File: src/rtl/serial_adder_subtractor_pkg.sv
// Shared types and constants for the digit-serial add/subtract unit.
package serial_adder_subtractor_pkg;

    localparam logic MODE_ADD = 1'b0;
    localparam logic MODE_SUB = 1'b1;

    typedef enum logic {
        STATE_IDLE = 1'b0,
        STATE_RUN  = 1'b1
    } state_e;

    function automatic int steps_of(input int bits, input int digit);
        return bits / digit;
    endfunction

    function automatic int cnt_width(input int steps);
        return (steps > 1) ? $clog2(steps) : 1;
    endfunction

endpackage

File: src/rtl/serial_adder_subtractor_digit_adder.sv
// DIGIT-bit adder slice; exposes the carry into its top bit for overflow.
module digit_adder #(
    parameter int DIGIT = 4
) (
    input  logic [DIGIT-1:0] a,
    input  logic [DIGIT-1:0] b,
    input  logic             carry_in,
    output logic [DIGIT-1:0] sum,
    output logic             carry_out,
    output logic             msb_carry_in
);

    logic [DIGIT:0] full;

    assign full = {1'b0, a} + {1'b0, b} + {{DIGIT{1'b0}}, carry_in};
    assign sum = full[DIGIT-1:0];
    assign carry_out = full[DIGIT];
    assign msb_carry_in = sum[DIGIT-1] ^ a[DIGIT-1] ^ b[DIGIT-1];

endmodule

File: src/rtl/serial_adder_subtractor.sv
// Digit-serial adder/subtractor: DIGIT bits per cycle, LSD first,
// with start/busy/done handshake and carry/borrow and overflow flags.
module serial_adder_subtractor
    import serial_adder_subtractor_pkg::*;
#(
    parameter int BITS  = 16,
    parameter int DIGIT = 4
) (
    input  logic            i_clock,
    input  logic            i_reset_n,
    input  logic            i_start,
    input  logic            i_mode,
    input  logic [BITS-1:0] i_operand_a,
    input  logic [BITS-1:0] i_operand_b,
    output logic            o_busy,
    output logic            o_done,
    output logic [BITS-1:0] o_result,
    output logic            o_carry,
    output logic            o_overflow
);

    localparam int STEPS = steps_of(BITS, DIGIT);
    localparam int CW = cnt_width(STEPS);
    localparam logic [CW-1:0] LAST = CW'(STEPS - 1);

    if (DIGIT < 1 || DIGIT > BITS || (BITS % DIGIT) != 0) begin : g_param_check
        $error("BITS must be a positive multiple of DIGIT");
    end

    state_e          state_q;
    logic [BITS-1:0] a_q;
    logic [BITS-1:0] b_q;
    logic [BITS-1:0] acc_q;
    logic [BITS-1:0] acc_d;
    logic [BITS-1:0] result_q;
    logic [CW-1:0]   cnt_q;
    logic            mode_q;
    logic            carry_q;
    logic            done_q;
    logic            cout_q;
    logic            ovf_q;

    logic [DIGIT-1:0] slice_sum;
    logic             slice_co;
    logic             slice_msb_ci;

    digit_adder #(
        .DIGIT(DIGIT)
    ) u_slice (
        .a           (a_q[DIGIT-1:0]),
        .b           (b_q[DIGIT-1:0]),
        .carry_in    (carry_q),
        .sum         (slice_sum),
        .carry_out   (slice_co),
        .msb_carry_in(slice_msb_ci)
    );

    // New digit enters at the top so the LSD ends up at bit 0.
    assign acc_d = (acc_q >> DIGIT) | (BITS'(slice_sum) << (BITS - DIGIT));

    always_ff @(posedge i_clock or negedge i_reset_n) begin
        if (!i_reset_n) begin
            state_q  <= STATE_IDLE;
            a_q      <= '0;
            b_q      <= '0;
            acc_q    <= '0;
            result_q <= '0;
            cnt_q    <= '0;
            mode_q   <= 1'b0;
            carry_q  <= 1'b0;
            done_q   <= 1'b0;
            cout_q   <= 1'b0;
            ovf_q    <= 1'b0;
        end else begin
            done_q <= 1'b0;
            unique case (state_q)
                STATE_IDLE: begin
                    if (i_start) begin
                        a_q     <= i_operand_a;
                        b_q     <= (i_mode == MODE_SUB) ? ~i_operand_b : i_operand_b;
                        mode_q  <= i_mode;
                        carry_q <= (i_mode == MODE_SUB);
                        cnt_q   <= '0;
                        acc_q   <= '0;
                        state_q <= STATE_RUN;
                    end
                end
                STATE_RUN: begin
                    acc_q   <= acc_d;
                    carry_q <= slice_co;
                    a_q     <= a_q >> DIGIT;
                    b_q     <= b_q >> DIGIT;
                    cnt_q   <= cnt_q + 1'b1;
                    if (cnt_q == LAST) begin
                        result_q <= acc_d;
                        cout_q   <= (mode_q == MODE_ADD) ? slice_co : ~slice_co;
                        ovf_q    <= slice_msb_ci ^ slice_co;
                        done_q   <= 1'b1;
                        state_q  <= STATE_IDLE;
                    end
                end
                default: state_q <= STATE_IDLE;
            endcase
        end
    end

    assign o_busy     = (state_q == STATE_RUN);
    assign o_done     = done_q;
    assign o_result   = result_q;
    assign o_carry    = cout_q;
    assign o_overflow = ovf_q;

endmodule

File: config.mk
export PLATFORM = sky130hd
export DESIGN_NAME = serial_adder_subtractor
export DESIGN_NICKNAME = d
export VERILOG_FILES = /design/src/rtl/serial_adder_subtractor_pkg.sv /design/src/rtl/serial_adder_subtractor_digit_adder.sv /design/src/rtl/serial_adder_subtractor.sv
export SDC_FILE = /design/constraint.sdc
export NUM_CORES = 1
export LEC_CHECK = 0
export ABC_AREA = 0
export CORE_MARGIN = 2
export CORE_UTILIZATION = 47
export CTS_BUF_LIST = sky130_fd_sc_hd__clkbuf_8 sky130_fd_sc_hd__clkbuf_16
export DETAILED_ROUTE_END_ITERATION = 8
export HOLD_SLACK_MARGIN = 0.15
export PLACE_DENSITY = 0.87
export SETUP_SLACK_MARGIN = 0.15
export SLEW_MARGIN = 20
export SYNTH_ARGS = -nofsm -noshare
export SYNTH_HDL_FRONTEND = slang
export SYNTH_SLANG_ARGS = --single-unit
File: constraint.sdc
create_clock -name i_clock -period 1.9 [get_ports i_clock]
set_input_delay 0.38 -clock i_clock [delete_from_list [all_inputs] [get_ports i_clock]]
set_output_delay 0.38 -clock i_clock [all_outputs]
set_load 0.02 [all_outputs]
==> key figures <==
Run status
  – Status: complete, no violations

Logic synthesis
  – Synthesis warning total: 0
  – Seq cells post-synth: 68
  – Mapped Area: 3098 sq um
  – Register area share after synthesis: 54.93%
  – Mapped Nets: 329
  – Ys flop type: dfrtp_1
  – Synthesized area per cell: 10.79 sq um
  – Syn Inst Count: 287
  – Post-synth EDFFs: 0
  – Yosys cell types: 26
  – Asr flop ratio synth: 100.0%

Timing
  – FMAX: 547.9 MHz
  – Worst-Margin Slew: 530.9 ps
  – Final Max Tran Viols: 0
  – Hold_ws: 461.1 ps
  – RSZ-0062 raised after global routing: yes
  – Post-route minimum period: 1825 ps
  – Final period util: 96.06%
  – Slew margin rel.: 64.61%
  – Layout Skew: 6.749 ps
  – Final setup vio count: 0
  – Hold Fails Final Rpt: 0

Clock network
  – H-tree lvl count: 3
  – Clock slew at reported path FFs: 70 ps
  – Clk root buf: clkbuf_8
  – Insertion delay to the later sink of the worst-skew pair: 350 ps
  – CTS tree: built
  – CTS Buffer Depth: 2
  – CTS buffer count: 9
  – TritonCTS sink count: 68

Flow run
  – Max-cap viol count: 0

Floorplan
  – Die Y: 85.19 um
  – Die area: 7256 sq um
  – # IOs: 56
  – Die span in x: 85.19 um
  – Core Footprint: 6350 sq um
  – Initial core utilization: 48.79%
  – Row count: 29

Setup path
  – Crit. End Element: flop
  – Critical path class: flop to flop
  – Crit path required time: 2130 ps
  – Critical path peak fanout: 3
  – Arr. time, crit path: 2050 ps
  – R2R depth: 7
  – CP startpoint kind: flop

GRT
  – First-pass GRT wire length: 10.16 mm
  – Grt ovf: 0
  – Vias in the first global route: 2213
  – Antenna violations before repair: 0
  – Overall Global Routing Usage: 18.03%
  – Largest net degree at the start of global routing: 64

Power
  – Sw Pwr: 0.002242 W
  – Share of total power in the clock network: 22.7%
  – Comb power frac: 39.6%
  – Switching part of the total: 34.19%
  – Pleak: 1.840 nW
  – Sequential share of power: 37.7%
  – Internal: 0.004314 W
  – Worst IR Drop VDD: 1081 uV
  – Power Density: 1615 nW/um^2

Detailed routing
  – Antenna-violating nets left: 0
  – Drt wl/cell: 13.81 um
  – Vias per cell: 5.059
  – First-pass DRT Iterations: 4
  – DRC: 0
  – DRT Wirelength: 5.895 mm
  – Via count: 2160
  – DR iter-0 viols: 90

Final layout
  – Fillers: 510
  – # diodes: 0
  – Final net count: 387
  – Most frequent cells in the layout: dfrtp_1 (67), nand2_1 (57), clkdlybuf4s50_1 (51)
  – Fin util: 63.92%
  – Most common cell after layout, fill and taps aside: dfrtp_1
  – Layout cells sized above 1: 15.43%
  – Area delta synth->final: 31.02%

Place
  – GP Congestion: 0.7839
  – # port buffers: 55
  – DPL Wire Length: 4.126 mm

Min path
  – Worst Hold Class: input port to flop
  – Min-Delay Path Depth: 2
==> per-stage QoR <==
stage | setup slack (ps) | instance area (sq um) | power [W] | TNS, ps | cells
after floorplan | 175.8 | 3118 | 0.004101 | 0 | 287
final | 74.90 | 4059 | 0.006556 | 0 | 427
after detailed placement | 46.34 | 3749 | 0.005010 | 0 | 407
after CTS | 55.70 | 4030 | 0.006559 | 0 | 425
after global routing | -10.14 | 4059 | 0.007005 | -10.14 | 427
after global placement | 135.7 | 3749 | 0.004849 | 0 | 407
==> power groups by stage <==
stage                     Combinational [W]  Clock (W)  Sequential (W)
after floorplan                     0.00150          0         0.00260
after global placement              0.00238          0         0.00246
after detailed placement            0.00250          0         0.00251
after CTS                           0.00255    0.00152         0.00248
after global routing                0.00287    0.00157         0.00257
final                               0.00259    0.00149         0.00247
==> layout make-up <==
| cell class | instances | area (sq um) | area share [%] |
|---|---|---|---|
| timing repair buffer | 67 | 688.2 | 16.95 |
| inverter | 6 | 22.52 | 0.5549 |
| clock inverter | 5 | 106.4 | 2.620 |
| multi-input combinational | 193 | 1291 | 31.81 |
| clock buffer | 11 | 151.4 | 3.730 |
| sequential | 68 | 1703 | 41.95 |
| tap | 77 | 96.34 | 2.374 |
==> critical path: stages (launching register included) <==
cell	delay, ps
dfrtp_1	410
fa_2	420
buf_4	150
a21o_1	170
a21oi_2	190
xnor2_2	160
xnor2_1	150
o21ai_1	70
==> cell usage after synthesis (2+ instances only) <==
cell      number  area [sq um]
a211oi_1       4         30.03
clkbuf_1       5         18.77
o22ai_1        2         12.51
o21ai_0       48         240.2
nor2_1        11         41.29
fa_1           2         40.04
a22o_1         5         43.79
buf_4          3         22.52
xnor2_1       20         175.2
nand2_1       57         214.0
mux2_2        14         157.7
ha_1           4         50.05
buf_2         10         50.05
dfrtp_1       68          1702
a21oi_2        2         17.52
inv_1          6         22.52
mux2i_1       17         170.2
==> routing by layer <==
metal | vias to the layer above | global-route usage [%] | part of all wire [%]
met4 | 0 | 7.071 | 1.9
met3 | 11 | 5.837 | 5.4
met1 | 1008 | 21.46 | 42
met2 | 61 | 30.40 | 51
met5 | - | 0 | 0
li1 | 1080 | - | -
==> flip-flops by register name, indices dropped and copies added (netlist names) <==
register    cells
a_q            16
b_q            16
o_result       16
acc_q          12
cnt_q           2
carry_q         1
mode_q          1
o_busy          1
o_carry         1
o_done          1
o_overflow      1
==> path summary, 6_finish.rpt <==
check / start / endpoint / slack [ps]
max in group asynchronous: i_reset_n / a_q[4] / 830
hold reg to reg: a_q[6] / a_q[2] / 490
hold / removal: i_start / acc_q[13] / 460
setup reg to reg: a_q[0] / o_overflow / 70
min in group asynchronous: i_reset_n / o_result[5] / 490
setup / recovery: a_q[0] / o_overflow / 70
==> logic make-up (layout without fill, tap and decap cells) <==
family,after synthesis,in the layout,synth area share [%]
AOI/OAI and AO/OA,63,63,11.51
xor gates and xnor gates,22,22,6.462
adders and majority gates,6,6,2.908
buffers and inverters,26,89,4.523
DFF,68,68,54.93
muxes,32,32,11.07
and+or+nand+nor,70,70,8.603
==> repair_timing <==
action / CTS / global route
pin swaps: 1 / 2
setup buffers: 1 / 2
hold buffers: 1 / 0
endpoints found under the hold margin: 16 / 0
gates resized for setup: 2 / 6
endpoints found under the setup margin: 2 / 3
(Power assumes the default switching activity.)
